<file path="src/rtl/fetch_unit.sv">
// Instruction fetch stage: owns the PC, issues one word read at a time to
// instruction memory, and presents pc/next_pc/instruction/valid to decode.
// A one-entry buffer holds a response that arrives while decode is stalled.
module fetch_unit #(
  parameter logic [31:0] RESET_VECTOR = 32'h0000_0000
) (
  input  logic        clk,
  input  logic        rst_n,
  // instruction memory request
  output logic        mem_req_valid,
  input  logic        mem_req_ready,
  output logic [31:0] mem_req_address,
  // instruction memory response
  input  logic        mem_rsp_valid,
  input  logic [31:0] mem_rsp_data,
  input  logic        mem_rsp_error,
  // hazard and redirect control
  input  logic        stall,
  input  logic        invalidate,
  input  logic        redirect_valid,
  input  logic [31:0] redirect_pc,
  // to decode
  output logic [31:0] pc_out,
  output logic [31:0] next_pc_out,
  output logic [31:0] instruction_out,
  output logic        valid_out,
  output logic        exception_out,
  output logic [3:0]  ecause_out
);

  logic [31:0] pc_q, pc_d;
  logic [31:0] req_pc_q, req_pc_d;
  logic [31:0] pend_pc_q, pend_pc_d;
  logic        pend_redir_q, pend_redir_d;
  logic        outstanding_q, outstanding_d;
  logic        discard_q, discard_d;
  logic        halted_q, halted_d;
  logic        buf_valid_q, buf_valid_d;
  logic [31:0] buf_pc_q, buf_data_q;
  logic        buf_err_q;

  logic        accept, req_wait, redir_apply, rsp_ok;
  logic        buf_load, rsp_load, load, misaligned, buf_fill;
  logic [31:0] redir_target;
  logic [31:0] ld_pc, ld_data;
  logic        ld_err;

  // Request handshake and redirect/response qualification
  always_comb begin
    // Depends on registers only; rst_n gating keeps the request quiet during reset.
    mem_req_valid   = rst_n & ~outstanding_q & ~buf_valid_q & ~halted_q & (pc_q[1:0] == 2'b00);
    mem_req_address = pc_q;
    accept          = mem_req_valid & mem_req_ready;
    req_wait        = mem_req_valid & ~mem_req_ready;
    // A redirect must not disturb a request that is still waiting for ready.
    redir_apply     = (redirect_valid | pend_redir_q) & ~req_wait;
    redir_target    = redirect_valid ? redirect_pc : pend_pc_q;
    rsp_ok          = mem_rsp_valid & ~discard_q & ~invalidate & ~redir_apply;
    buf_load        = ~stall & ~invalidate & ~redir_apply & buf_valid_q;
    rsp_load        = ~stall & ~invalidate & rsp_ok & ~buf_valid_q;
    buf_fill        = stall & ~invalidate & rsp_ok;
    load            = buf_load | rsp_load;
    misaligned      = ~stall & ~invalidate & ~redir_apply & ~outstanding_q & ~buf_valid_q &
                      ~halted_q & (pc_q[1:0] != 2'b00);
    ld_pc           = buf_load ? buf_pc_q   : req_pc_q;
    ld_data         = buf_load ? buf_data_q : mem_rsp_data;
    ld_err          = buf_load ? buf_err_q  : mem_rsp_error;
  end

  // Next-state for PC, outstanding/discard tracking, buffer and halt
  always_comb begin
    pc_d          = pc_q;
    req_pc_d      = req_pc_q;
    pend_pc_d     = pend_pc_q;
    pend_redir_d  = pend_redir_q;
    outstanding_d = outstanding_q;
    discard_d     = discard_q;
    halted_d      = halted_q;
    buf_valid_d   = buf_valid_q;

    if (accept) begin
      pc_d     = pc_q + 32'd4;
      req_pc_d = pc_q;
    end
    if (redir_apply) begin
      pc_d = redir_target;
    end

    if (redirect_valid && req_wait) begin
      pend_redir_d = 1'b1;
      pend_pc_d    = redirect_pc;
    end else if (redir_apply) begin
      pend_redir_d = 1'b0;
    end

    if (mem_rsp_valid) begin
      outstanding_d = 1'b0;
      discard_d     = 1'b0;
    end
    if (accept) begin
      outstanding_d = 1'b1;
    end
    // A response landing in the redirect cycle is already dropped; only later ones need discard.
    if (redir_apply && ((outstanding_q && !mem_rsp_valid) || accept)) begin
      discard_d = 1'b1;
    end

    if (invalidate || redir_apply) begin
      buf_valid_d = 1'b0;
    end else if (buf_fill) begin
      buf_valid_d = 1'b1;
    end else if (buf_load) begin
      buf_valid_d = 1'b0;
    end

    if ((load && ld_err) || misaligned) begin
      halted_d = 1'b1;
    end
    if (redir_apply) begin
      halted_d = 1'b0;
    end
  end

  // Control state registers
  always_ff @(posedge clk or negedge rst_n) begin
    if (!rst_n) begin
      pc_q          <= RESET_VECTOR;
      req_pc_q      <= 32'h0;
      pend_pc_q     <= 32'h0;
      pend_redir_q  <= 1'b0;
      outstanding_q <= 1'b0;
      discard_q     <= 1'b0;
      halted_q      <= 1'b0;
      buf_valid_q   <= 1'b0;
    end else begin
      pc_q          <= pc_d;
      req_pc_q      <= req_pc_d;
      pend_pc_q     <= pend_pc_d;
      pend_redir_q  <= pend_redir_d;
      outstanding_q <= outstanding_d;
      discard_q     <= discard_d;
      halted_q      <= halted_d;
      buf_valid_q   <= buf_valid_d;
    end
  end

  // Capture a response that arrives while decode is stalled
  always_ff @(posedge clk or negedge rst_n) begin
    if (!rst_n) begin
      buf_pc_q   <= 32'h0;
      buf_data_q <= 32'h0;
      buf_err_q  <= 1'b0;
    end else if (buf_fill) begin
      buf_pc_q   <= req_pc_q;
      buf_data_q <= mem_rsp_data;
      buf_err_q  <= mem_rsp_error;
    end
  end

  // Registered decode-facing outputs; invalidate beats stall
  always_ff @(posedge clk or negedge rst_n) begin
    if (!rst_n) begin
      pc_out          <= 32'h0;
      next_pc_out     <= 32'h0;
      instruction_out <= 32'h0;
      valid_out       <= 1'b0;
      exception_out   <= 1'b0;
      ecause_out      <= 4'd0;
    end else if (invalidate) begin
      valid_out <= 1'b0;
    end else if (!stall) begin
      if (load) begin
        valid_out       <= 1'b1;
        pc_out          <= ld_pc;
        next_pc_out     <= ld_pc + 32'd4;
        instruction_out <= ld_err ? 32'h0 : ld_data;
        exception_out   <= ld_err;
        ecause_out      <= ld_err ? 4'd1 : 4'd0;
      end else if (misaligned) begin
        valid_out       <= 1'b1;
        pc_out          <= pc_q;
        next_pc_out     <= pc_q + 32'd4;
        instruction_out <= 32'h0;
        exception_out   <= 1'b1;
        ecause_out      <= 4'd0;
      end else begin
        valid_out <= 1'b0;
      end
    end
  end

endmodule

</file>
<file path="config.mk">
export PLATFORM = sky130hd
export DESIGN_NAME = fetch_unit
export DESIGN_NICKNAME = d
export VERILOG_FILES = /design/src/rtl/fetch_unit.sv
export SDC_FILE = /design/constraint.sdc
export NUM_CORES = 1
export LEC_CHECK = 0
export CAP_MARGIN = 15
export CORE_MARGIN = 3
export CORE_UTILIZATION = 35
export DETAILED_ROUTE_END_ITERATION = 7
export HOLD_SLACK_MARGIN = 0.03
export PLACE_DENSITY_LB_ADDON = 0.2
export SLEW_MARGIN = 20
export SYNTH_ARGS = -nofsm -noshare
export SYNTH_HDL_FRONTEND = slang
export SYNTH_SLANG_ARGS = --single-unit
</file>
<file path="constraint.sdc">
create_clock -name clk -period 6.2 [get_ports clk]
set_input_delay 0.93 -clock clk [delete_from_list [all_inputs] [get_ports clk]]
set_output_delay 0.93 -clock clk [all_outputs]
set_load 0.02 [all_outputs]
</file>
==> impl_summary.md, run 1 <==
Logic synthesis
Yosys mapped a number of flops with a built-in enable equal to 0. The main combinational cell family by area after synthesis is compound AO/OA/AOI/OAI gates. The number of synthesis warnings is 0.

The share of synthesized registers carrying an async set or reset is 100%. The top-area cell type share of the netlist area is 47.8%. The simple-gate share of the synthesized area is 13.2%. The sequential-to-total area share from yosys stat is 47.8%. Summed over all instances, the cell type with the most area after synthesis is sky130_fd_sc_hd__dfrtp_1. In the post-synthesis netlist, the biggest area contributors are sky130_fd_sc_hd__dfrtp_1 48%, sky130_fd_sc_hd__mux2_2 12%, sky130_fd_sc_hd__mux2i_1 4.9%. In this run, distinct cell masters in the synthesized netlist total 71. The cell area that synthesis handed to floorplanning was approximately 14000 sq um. The register bit total from synthesis is 263. The average footprint of a synthesized cell is 10.5 sq um. After Yosys synthesis, full adders, half adders and majority gates account for less than 1% of the synthesized area.

The dominant synthesized flop cell is sky130_fd_sc_hd__dfrtp_1. The synthesized netlist devotes 1.59% of its cell area to XOR and XNOR gates. Multiplexer cells account for 16.5% of the synthesized area. The number of standard cells after synthesis is 1308. The fraction of the mapped netlist area in compound gates is 16.6%.

STA
After routing, the total negative slack on setup checks comes to 0 ns. The number of max-slew violations in the final report came to 0. Setup repair after global routing left no endpoint under its margin. The minimum clock period is 3.81 ns.

The maximum clock frequency is 263 MHz. The slew at the pin with the worst max-slew slack is 1.11 ns. The number of hold violations in the final report is 0.

For the final database, setup skew stands at 0.0151 ns. The share of the clock period used by the worst path is 61.4%. Setup violations remaining at the end of the flow were counted as 0. The worst pin sits at a relative slew slack of a little over a quarter. The worst slack on hold paths is between 0.3 and 0.4 ns.

Cells and area
The area growth from synthesis to layout is 25.2%. Of the cells placed in the final design, the portion with a size suffix greater than 1 is 16.7%. For this run, the number of standard cells in the final layout without fillers is approximately 2000.

Once layout is done, the placed cells without fillers occupy between 15000 and 20000 sq um. For this run, the post-layout net count is 1535. The number of inserted diodes is 0.

CTS
The CTS tree is built. For the worst-skew pair, the clock arrives at the later sink with an insertion delay of 0.57 ns. In this run the number of H-tree levels came out at 1.

The clock sink total is around 260. For this design, the CTS-stage hold fixing added 0 buffers. TritonCTS created 31 clock buffers. The clock root buffer master is sky130_fd_sc_hd__clkbuf_16. The clock slew at the register clock pins of the worst setup and hold paths is about 0.060 ns. In this run the deepest clock path goes through 3 buffers. In this run, post-CTS repair resized a total of 0 instances. After clock tree synthesis, the setup repair step added 0 buffers.

Global route
The total congestion overflow is 0. The total global routing track utilization is 21.0%. The via count of the first global-routing pass is roughly 11000. The number of antenna violations at the first check in global routing is 1. The first global-routing pass estimated 69300 um of wire.

Entering global routing, the biggest net connects 139 pins.

Detailed routing
The routed wirelength normalized by instance count is approximately 22 um. The count of unresolved DRC violations after routing is 3. Dividing the detail-routed via count by the number of cells gives roughly 5.7. The remaining antenna violation count after routing is 0. The first TritonRoute pass finished after 8 iterations. In this run, the number of DRC markers left after iteration 0 of detailed routing was 950. The via count is around 11000. Wires add up to 44700 um.

Power and ir drop
VDD sags by at most 243 uV. The leakage power summed over all cells is 7.15 nW. In this run the power density over the cells is 471 nW/um^2.

Worst hold path
The path class of the tightest hold or removal check is primary input to asynchronous set/reset pin.

Placed design
The placed instance count is 1946. In this run the cell area measured after placement is 16200 sq um. The detailed placer's ending HPWL is 30700 um.

The congestion estimate from routability-driven global placement came to 0.885. Buffers placed on the I/O ports in this run total around 200.

Setup path
The startpoint-to-endpoint class of the critical path is register to output pin. The type of element capturing the critical path is an output pin. Data arrives at the worst endpoint at ~2.9 ns.

In this run the worst path has a maximum fanout of 40. The worst setup path is launched from a register. The count of cells along the worst register-to-register path is 7.

Data on the critical path is required at its endpoint by 5.27 ns.

Die
For this configuration, the core starts out at a cell density of 35.6%. Measured along the y axis, the die boundary spans 204 um. The floorplan die area is 41800 sq um. For this design the top-level I/O count stands at 207. Row generation in the floorplan step produced 72 rows. The horizontal die dimension is 204 um. The area inside the core boundary is 38700 sq um.

Flow run
Across the run, the number of max-cap violations was 0.

Outcome
The checks that failed: DRC. The flow ran to the end, but the final reports show violations.
logic make-up after synthesis:
kind of cell    Yosys count
flops                   263
xor+xnor                 25
other cells               1
compound gates          330
buf+inv                 129
fa+ha+maj                 2
mux                     210
simple gates            348
power breakdown:
part	internal (mW)	switching, mW
logic	1.46	1.50
clock network	1.10	0.762
registers	2.44	0.872
total	4.99	3.13
per-layer routing:
| metal | track usage [%] | part of all wire [%] | up-vias |
|---|---|---|---|
| met5 | 0 | 0 | - |
| met4 | 4.67 | 2.1 | 0 |
| met3 | 4.60 | 7.9 | 62 |
| met2 | 30.9 | 43 | 472 |
| met1 | 31.7 | 47 | 5624 |
| li1 | - | - | 5209 |
synthesized netlist by cell type, drive strengths merged (10+ instances only):
cell	n
clkbuf	61
o31ai	11
o22ai	11
o21ai	85
o2bb2ai	40
o211ai	22
a21boi	11
nand4	33
nor2	56
mux2	142
a21oi	42
a31oi	25
nor4	23
a211o	10
nor3	21
nand3	34
nand2	103
inv	19
mux2i	68
xnor2	16
buf	49
dfrtp	263
and4	16
and3	25
metrics by stage:
step | worst slack (ns) | utilization [%] | power [mW]
final | 2.39 | 44.5 | 8.12
after detailed placement | 1.88 | 41.8 | 6.28
after global placement | 2.00 | 41.8 | 6.24
after CTS | 2.45 | 44.5 | 8.18
after global routing | 2.30 | 44.5 | 8.59
after floorplan | 2.52 | - | 4.78
critical path: stages, from the launching register on:
cell                              delay (ns)
sky130_fd_sc_hd__dfrtp_1                0.36
sky130_fd_sc_hd__buf_4                  0.25
sky130_fd_sc_hd__nor3_1                 0.52
sky130_fd_sc_hd__nand3_1                0.27
sky130_fd_sc_hd__inv_1                  0.23
sky130_fd_sc_hd__clkdlybuf4s50_1        0.65
placed cells by master, fill, tap and decap left out, types with 11 or more instances in the layout:
cell,Yosys,routed
sky130_fd_sc_hd__a31oi_1,25,25
sky130_fd_sc_hd__nor2_1,54,53
sky130_fd_sc_hd__nor3_1,20,20
sky130_fd_sc_hd__mux2i_1,68,68
sky130_fd_sc_hd__o2bb2ai_1,40,40
sky130_fd_sc_hd__dfrtp_1,263,263
sky130_fd_sc_hd__o21ai_0,76,76
sky130_fd_sc_hd__o31ai_1,11,11
sky130_fd_sc_hd__a21oi_1,42,42
sky130_fd_sc_hd__clkbuf_16,0,31
sky130_fd_sc_hd__inv_1,19,19
sky130_fd_sc_hd__nand4_1,33,33
sky130_fd_sc_hd__a21boi_0,11,11
sky130_fd_sc_hd__o211ai_1,20,20
sky130_fd_sc_hd__nor4_1,20,20
sky130_fd_sc_hd__xnor2_1,16,16
sky130_fd_sc_hd__nand3_1,34,33
sky130_fd_sc_hd__nand2_1,103,101
sky130_fd_sc_hd__clkdlybuf4s50_1,0,201
sky130_fd_sc_hd__buf_4,11,23
sky130_fd_sc_hd__and4_1,16,16
sky130_fd_sc_hd__and3_1,25,24
sky130_fd_sc_hd__mux2_2,141,141
final timing paths:
check                              start        endpoint  slack (ns)
setup / recovery             buf_valid_q   mem_req_valid        2.39
hold / removal                     rst_n   pend_pc_q[11]        0.33
setup reg to reg             buf_valid_q  buf_data_q[21]        2.47
hold reg to reg            ecause_out[0]   ecause_out[0]        0.49
max in group asynchronous          rst_n   pend_pc_q[15]        4.13
min in group clk           ecause_out[0]   ecause_out[0]        0.49
registers in the layout, summed over array words and instances, names as in the netlist, 30 cells and up:
name             cells
pend_pc_q           32
pc_out              32
next_pc_out         30
req_pc_q            32
mem_req_address     32
buf_data_q          32
buf_pc_q            32
instruction_out     32
cell type report:
cell class	instances	area, sq um
Timing Repair Buffer	228	2240
Clock inverter	14	138
Multi-Input combinational cell	918	6670
Tap cell	518	648
Fill cell	3699	21500
Inverter	19	71.3
Sequential cell	263	6580
Clock buffer	44	905
(Power assumes the default switching activity.)
==> run 2: changes to the inputs <==
==> constraint.sdc (replaced) <==
create_clock -name clk -period 3.85 [get_ports clk]
set_input_delay 0.5775 -clock clk [delete_from_list [all_inputs] [get_ports clk]]
set_output_delay 0.5775 -clock clk [all_outputs]
set_load 0.02 [all_outputs]
==> run 2 against run 1 <==
The run now ends clean. Wire length is 0.84% higher. Combinational power rose by 68%. Clock-buffer cell count down 1. Clock power increased by 55%. Die area unchanged. Non-clock buffer count up 25. Sequential cell count is the same. Sequential share of layout area decreased by 0.36 points. Global-route usage grew 0.21 points. Critical endpoint unchanged.
==> impl_summary.md, run 2 (synthesis gave the netlist of run 1 again) <==
Outcome
The run finished with clean final reports.

Global route
The via count of the first global-routing pass is 11200 (+1.1%). The total global routing track utilization is 21.2% (+0.21 points). The number of antenna violations at the first check in global routing is 1 (unchanged).

The total congestion overflow is 0 (unchanged). The largest net degree at the start of global routing is 123 (-12%). The first-pass GRT wire length came to 70000 um (+0.99%).

CTS
The clock root buffer master is sky130_fd_sc_hd__clkbuf_16. The clock slew at the register clock pins of the worst setup and hold paths came to 0.06 ns (about the same). The largest buffer count on any clock path is 3 (unchanged).

The number of buffers added by the clock tree synthesis step is 31 (unchanged). The number of hold buffers added after cts came to 0 (unchanged). The clock sink total was 263 (unchanged). The number of buffers inserted by post-CTS setup repair was 0 (unchanged). The post-cts repair resize count is 0 (unchanged). TritonCTS built the clock tree.

The latest clock arrival within the worst-skew pair came to 0.57 ns (about the same). The H-tree depth is 1 (unchanged).

Power and ir drop
The leakage power summed over all cells is 7.27 nW (+1.7%). The overall power of the completed layout is 13.1 mW (+61%). The power per cell area is 749 nW/um^2 (+59%). The maximum VDD drop is 393 uV (+62%).

Placed design
The detailed placer's ending HPWL came to 31600 um (+2.8%). The routability congestion estimate from global placement is 0.884 (-0.15%). The count of buffers inserted at the top-level ports is 203 (unchanged).

Setup path
The startpoint-to-endpoint class of the critical path is register to output pin. The arrival time at the worst endpoint is 2.90 ns (+0.02 ns). The required arrival time at the worst endpoint came to 3.27 ns (-2.00 ns). The end point of the critical path is mem_req_valid.

The internal reg-to-reg setup slack is 0.89 ns (-1.58 ns). STA classifies the critical path startpoint as a register. In this run the critical register-to-register path is captured at next_pc_out[22]. The cell with the biggest individual delay on the critical path is sky130_fd_sc_hd__nor3_1. The largest incremental delay on the critical path is 0.68 ns (+0.03 ns).

The worst register-to-register path begins at buf_valid_q. The count of cells along the worst register-to-register path is 13 (+6). The type of element capturing the critical path is an output pin. The highest fanout seen on the critical path is 39 (-2.5%).

The critical path goes through buf_4 -> nor3_1 -> nand3_1 -> inv_1 -> clkdlybuf4s50_1. The critical path launch point is buf_valid_q.

Die
The area inside the core boundary came to 38700 sq um (unchanged). The horizontal die dimension was 204 um (unchanged). The initial standard-cell utilization of the core is 35.6% (unchanged). The die span in y came to 204 um (unchanged). The count of boundary I/O pins is 207 (unchanged). The floorplan die area came to 41800 sq um (unchanged). The site row count is 72 (unchanged).

Flow run
The max-capacitance violation count is 0 (unchanged).

STA
The number of hold violations in the final report is 0 (unchanged). The share of the clock period used by the worst path is around 90%. The slew at the pin with the worst max-slew slack is 0.911 ns (-0.197 ns).

The number of max-slew violations in the final report was 0 (unchanged). The maximum clock frequency is approximately 290 MHz. The worst relative slew slack was 38.7% (+13 points). The setup skew after layout is 0.0248 ns (+0.00968 ns). The setup total negative slack is 0 ns (unchanged). Setup repair after global routing left no endpoint under its margin. The count of endpoints failing setup in the final report is 0 (unchanged).

The worst path needs 3.48 ns of the cycle, external delays included. The worst slack on hold paths is 0.177 ns (-0.155 ns).

Detailed routing
The count of unresolved DRC violations after routing is 0 (-3). The via density per instance is 5.66 (-0.18%). The detailed router's first-iteration violation count was 1024 (+7.8%). The remaining antenna violation count after routing is 0 (unchanged). The total iterations of the first detailed-routing run came to 6 (-2). The overall routed net length was 45100 um (+0.84%).

The routed wirelength normalized by instance count is 22.3 um (-0.16%). The via count is 11500 (+0.82%).

Worst hold path
The type of the worst min-delay path is primary input to asynchronous set/reset pin.

Cells and area
The top cell types in the final layout, fill and taps aside, are 263 x sky130_fd_sc_hd__dfrtp_1, 201 x sky130_fd_sc_hd__clkdlybuf4s50_1, 141 x sky130_fd_sc_hd__mux2_2. The final core utilization is 45.0% (+0.42 points). The final net count is 1560 (+1.6%). Leaving out fill and tap cells, the most frequent cell in the layout is sky130_fd_sc_hd__dfrtp_1. The area growth from synthesis to layout is 26.4%. The share of final-layout standard cells stronger than drive strength 1 came to 17.7% (+0.99 points).
[run 2: cell types whose count changed in the layout (fill, tap and decap cells not counted)]
cell                         delta
sky130_fd_sc_hd__o22ai_1        +1
sky130_fd_sc_hd__diode_2        +1
sky130_fd_sc_hd__o22ai_2        -1
sky130_fd_sc_hd__buf_16         +1
sky130_fd_sc_hd__clkbuf_8       -1
sky130_fd_sc_hd__buf_4         +23
sky130_fd_sc_hd__clkinv_4       -1
sky130_fd_sc_hd__buf_12         +1
sky130_fd_sc_hd__clkinvlp_4     -4
[run 2: critical path, delay by kind of cell (launching register included)]
kind                   cells  cell delay, ns
buffers and inverters      3            1.07
and+or+nand+nor            2            0.91
DFF                        1            0.37
[run 2: stage by stage]
step | instance area, sq um | cells | setup slack (ns)
2_1_floorplan | 13800 | 1310 | 0.518
3_3_place_gp | 16400 | 1970 | 0.262
3_5_place_dp | 16400 | 1970 | 0.215
4_1_cts | 17400 | 2022 | 0.433
5_1_grt | 17400 | 2023 | 0.310
6_report | 17400 | 2024 | 0.370
[run 2: worst min path at each step]
stage | start | to | slack (ns)
detailed placement | instruction_out[25] | instruction_out[25] | 0.47
global placement | ecause_out[0] | ecause_out[0] | 0.46
global route | rst_n | mem_req_address[23] | 0.21
CTS | rst_n | pend_pc_q[20] | 0.19
finish | rst_n | mem_req_address[27] | 0.18
floorplan | rst_n | buf_data_q[0] | 0.28
[run 2: area by class of cell]
cell class	instances	area [sq um]
antenna	1	2.50
clock buffer	43	891
clock inverter	9	98.8
fill	3673	21300
inverter	19	71.3
multi-input combinational	918	6660
sequential	263	6580
tap	518	648
timing repair buffer	253	2460
[run 2: power breakdown]
part           internal (mW)  switching, mW
registers               3.93           1.29
clock network           1.73           1.16
logic                   2.41           2.55
[run 2: per-layer routing]
layer,wire length (um),track usage (%),up-vias
met5,0,0,-
met4,768,4.57,0
met3,3120,3.68,55
met2,20000,32.3,429
met1,21200,31.8,5723
li1,-,-,5253
==> run 3: changes to the inputs <==
--- a/config.mk
+++ b/config.mk
@@ -5,6 +5,7 @@
 export SDC_FILE = /design/constraint.sdc
 export NUM_CORES = 1
 export LEC_CHECK = 0
+export ABC_AREA = 1
 export CAP_MARGIN = 15
 export CORE_MARGIN = 3
 export CORE_UTILIZATION = 35
==> run 3 against run 2 <==
Sequential power down 8.0%. Global-route usage up 1.5 points. Final area down 2.5%. Critical path depth up 10. Total power down 6.3%. Die area down 2.0%. Clock power up 2%. Synthesized area down 2.1%. Synthesized cell count up 25%. Hold slack better by 0.020 ns.
==> impl_summary.md, run 3 <==
Logic synthesis
The register bit total from synthesis is 263 (unchanged). The share of synthesized registers carrying an async set or reset is 100% (unchanged). The fraction of the mapped netlist area in compound gates is 13.5% (-3.1 points). The number of synthesis warnings is 0 (unchanged). The average footprint of a synthesized cell came to 8.25 sq um (-22%). The number of enable flip-flop cells after synthesis is 0 (unchanged). The count of distinct cell types in the synthesized netlist came to 50 (-30%).

The cell taking the most area after synthesis is sky130_fd_sc_hd__dfrtp_1. The cell area after synthesis is 13500 sq um (-2.1%). The number of standard cells after synthesis is 1635 (+25%). In the synthesized netlist the dominant register cell turns out to be sky130_fd_sc_hd__dfrtp_1.

The most common cell in the synthesized netlist is sky130_fd_sc_hd__nand2_1. The simple-gate share of the synthesized area is 23.2% (+10 points). The sequential-to-total area share from yosys stat came to 48.8% (+1.0 points). In the synthesized netlist, the cells that appear most often are 390 x sky130_fd_sc_hd__nand2_1, 263 x sky130_fd_sc_hd__dfrtp_1, 208 x sky130_fd_sc_hd__o21ai_0. The adder-cell area share of the yosys netlist is 0.185% (+0.0038 points). After synthesis, the largest family of logic cells by area is simple AND/OR/NAND/NOR gates. The fraction of synthesized area in multiplexers is 5.13% (-11 points).

After synthesis, the cell types taking the most area are sky130_fd_sc_hd__dfrtp_1 49%, sky130_fd_sc_hd__nand2_1 11%, sky130_fd_sc_hd__o21ai_0 7.7%. The top-area cell type share of the netlist area was 48.8% (+1.0 points). The parity-gate share of the synthesized area counting xor and xnor cells is 1.43% (-0.16 points).

Detailed routing
The remaining antenna violation count after routing came to 0 (unchanged). The count of unresolved DRC violations after routing was 0 (unchanged). The via count is 12000 (+4.6%). The overall routed net length is 47200 um (+4.7%).

The total iterations of the first detailed-routing run was 7 (+1). The via density per instance is 5.13 (-9.5%). The detailed router's first-iteration violation count is 1083 (+5.8%). The routed wirelength normalized by instance count is 20.2 um (-9.4%).

Cells and area
The combined flip-flop and latch cell area came to 6580 sq um (unchanged). The area growth from synthesis to layout is 25.8%. The area of the multi-input gates came to 5900 sq um (-11%). Leaving out fill and tap cells, the most frequent cell in the layout is sky130_fd_sc_hd__nand2_1. The share of final-layout standard cells stronger than drive strength 1 was 10.2% (-7.5 points). The library cells used most frequently in the layout, excluding fill and tap cells, are 390 x sky130_fd_sc_hd__nand2_1, 263 x sky130_fd_sc_hd__dfrtp_1, 208 x sky130_fd_sc_hd__o21ai_0.

The fill cell total of the finished layout is 3779 (+2.9%). The number of inserted diodes is 0 (-1). The cell area after layout came to 17000 sq um (-2.5%).

The final net count is 1878 (+20%). The final core utilization is 44.9% (-0.099 points).

STA
The setup total negative slack was 0 ns (unchanged). The slew at the pin with the worst max-slew slack was 1.07 ns (+0.164 ns). The maximum clock frequency is 333 MHz (+16%). The setup skew after layout is 0.0173 ns (-0.00748 ns). The setup slack of the critical path after layout was 0.851 ns (+0.480 ns). Setup repair after global routing left no endpoint under its margin. The share of the clock period used by the worst path is 77.9% (-12 points). The worst relative slew slack is 28.4% (-10 points). The worst slack on hold paths is 0.197 ns (+0.0201 ns). The number of hold violations in the final report is 0 (unchanged). The number of max-slew violations in the final report is 0 (unchanged). The minimum clock period is 3.00 ns (-0.480 ns). The count of endpoints failing setup in the final report was 0 (unchanged).

CTS
The root buffer cell chosen for the clock tree is sky130_fd_sc_hd__clkbuf_16. The number of buffers added by the clock tree synthesis step is 31 (unchanged). The clock sink total is 263 (unchanged). The number of hold buffers added after cts is 0 (unchanged). The number of buffers inserted by post-CTS setup repair was 0 (unchanged). The H-tree depth is 1 (unchanged). The post-cts repair resize count is 0 (unchanged).

The largest buffer count on any clock path is 3 (unchanged). TritonCTS built the clock tree. The latest clock arrival within the worst-skew pair is 0.58 ns (about the same). The clock slew at the register clock pins of the worst setup and hold paths came to 0.06 ns (about the same).

Placed design
The placement-stage cell area was 16000 sq um (-2.6%). The detailed placer's ending HPWL is 33800 um (+7.0%). The pre-CTS setup slack came to 0.585 ns (+0.370 ns).

The routability congestion estimate from global placement is 0.896 (+1.3%). The count of buffers inserted at the top-level ports came to 203 (unchanged).

Worst hold path
The worst hold path belongs to the class primary input to asynchronous set/reset pin.

Global route
The via count of the first global-routing pass came to 11900 (+6.5%). The largest net degree at the start of global routing came to 161 (+31%). The total global routing track utilization was 22.8% (+1.5 points).

The first-pass GRT wire length is 72900 um (+4.1%). The total congestion overflow is 0 (unchanged). The number of antenna violations at the first check in global routing is 1 (unchanged).

Setup path
The count of cells along the worst register-to-register path is 15 (+2). The worst register-to-register path ends at next_pc_out[15]. The required arrival time at the worst endpoint came to 4.30 ns (+1.03 ns). Following the worst setup path forward leads to its endpoint at next_pc_out[15]. The type of element capturing the critical path is a register. The worst reg2reg path startpoint is mem_req_address[1]. The arrival time at the worst endpoint is 3.45 ns (+0.55 ns). The internal reg-to-reg setup slack is 0.85 ns (-0.04 ns). The critical path launch point is mem_req_address[1]. The kind of start point of the critical path is a register. The highest fanout seen on the critical path was 25 (-36%).

By startpoint and endpoint, the worst setup path is classified as register to register.

Die
The die span in y was 202 um (-1.0%). The floorplan die area is 41000 sq um (-2.0%). The area inside the core boundary is 37800 sq um (-2.3%). The count of boundary I/O pins is 207 (unchanged).

The site row count is 71 (-1.4%). The initial standard-cell utilization of the core is 35.7% (+0.093 points). The horizontal die dimension is 202 um (-1.0%).

Outcome
The flow ran to the end, and the final reports show no timing, DRC or antenna violations.

Power and ir drop
The power per cell area came to 720 nW/um^2 (-3.9%). The maximum VDD drop is 384 uV (-2.1%). The leakage power summed over all cells was 7.67 nW (+5.5%).

Flow run
The max-capacitance violation count is 0 (unchanged).
## run 3: cell types whose count changed after synthesis, moves of 17 or more
| cell | delta |
|---|---|
| sky130_fd_sc_hd__a31oi_1 | -19 |
| sky130_fd_sc_hd__nor4_1 | -18 |
| sky130_fd_sc_hd__nand3_1 | +20 |
| sky130_fd_sc_hd__nand2_1 | +287 |
| sky130_fd_sc_hd__mux2_2 | -108 |
| sky130_fd_sc_hd__nand2_2 | +17 |
| sky130_fd_sc_hd__o21ai_0 | +132 |
| sky130_fd_sc_hd__and3_1 | -25 |
| sky130_fd_sc_hd__o2bb2ai_1 | -40 |
| sky130_fd_sc_hd__nor2_1 | +86 |
| sky130_fd_sc_hd__inv_1 | +125 |
| sky130_fd_sc_hd__mux2i_1 | -36 |
## run 3: power breakdown
| part | internal, mW | switching, mW |
|---|---|---|
| combinational | 1.82 | 2.67 |
| sequential | 3.83 | 0.974 |
| clock | 1.74 | 1.20 |
| total | 7.38 | 4.85 |
## run 3: cells by family after synthesis
logic type               Yosys count
AO/OA/AOI/OAI                    326
XOR/XNOR                          22
adder cells (fa/ha/maj)            2
buffers and inverters            251
flip-flops                       263
multiplexers                      65
other                              1
AND/OR/NAND/NOR                  705
## run 3: final cells by class
type | count | area share [%]
Clock inverter | 12 | 0.685
Clock buffer | 45 | 5.29
Timing Repair Buffer | 227 | 13.3
Tap cell | 511 | 3.77
Inverter | 158 | 3.49
Multi-Input combinational cell | 1123 | 34.7
Sequential cell | 263 | 38.8
## run 3: per-stage QoR
step,power [mW],std cells
3_5_place_dp,9.32,2282
2_1_floorplan,7.01,1637
5_1_grt,13.0,2339
3_3_place_gp,9.28,2282
4_1_cts,12.3,2339
6_report,12.2,2339
## run 3: routing by layer
metal	share of wire, %	vias to the layer above	global-route usage, %
met5	0	-	0
met4	2.1	0	5.35
met3	6.9	61	3.46
met2	45	402	35.3
met1	46	5813	33.7
li1	-	5713	-
## run 3: worst max-delay path: stages (launching register included)
cell	delay [ns]
sky130_fd_sc_hd__dfrtp_1	0.45
sky130_fd_sc_hd__inv_2	0.09
sky130_fd_sc_hd__nand2_1	0.09
sky130_fd_sc_hd__nor2_1	0.20
sky130_fd_sc_hd__nand3_2	0.19
sky130_fd_sc_hd__nand2_4	0.17
sky130_fd_sc_hd__buf_4	0.34
sky130_fd_sc_hd__nand4_1	0.13
sky130_fd_sc_hd__nand2_1	0.21
sky130_fd_sc_hd__nand2_1	0.15
sky130_fd_sc_hd__nor2_2	0.22
sky130_fd_sc_hd__nand2_1	0.13
sky130_fd_sc_hd__nor2_4	0.15
sky130_fd_sc_hd__o22ai_1	0.08
sky130_fd_sc_hd__nor2_1	0.20
sky130_fd_sc_hd__nor2_1	0.06
## run 3: worst min path at each step
stage                endpoint
2_1_floorplan   buf_data_q[0]
3_5_place_dp    pend_pc_q[28]
3_3_place_gp    pend_pc_q[16]
6_report       next_pc_out[2]
5_1_grt          req_pc_q[29]
4_1_cts             pc_out[2]
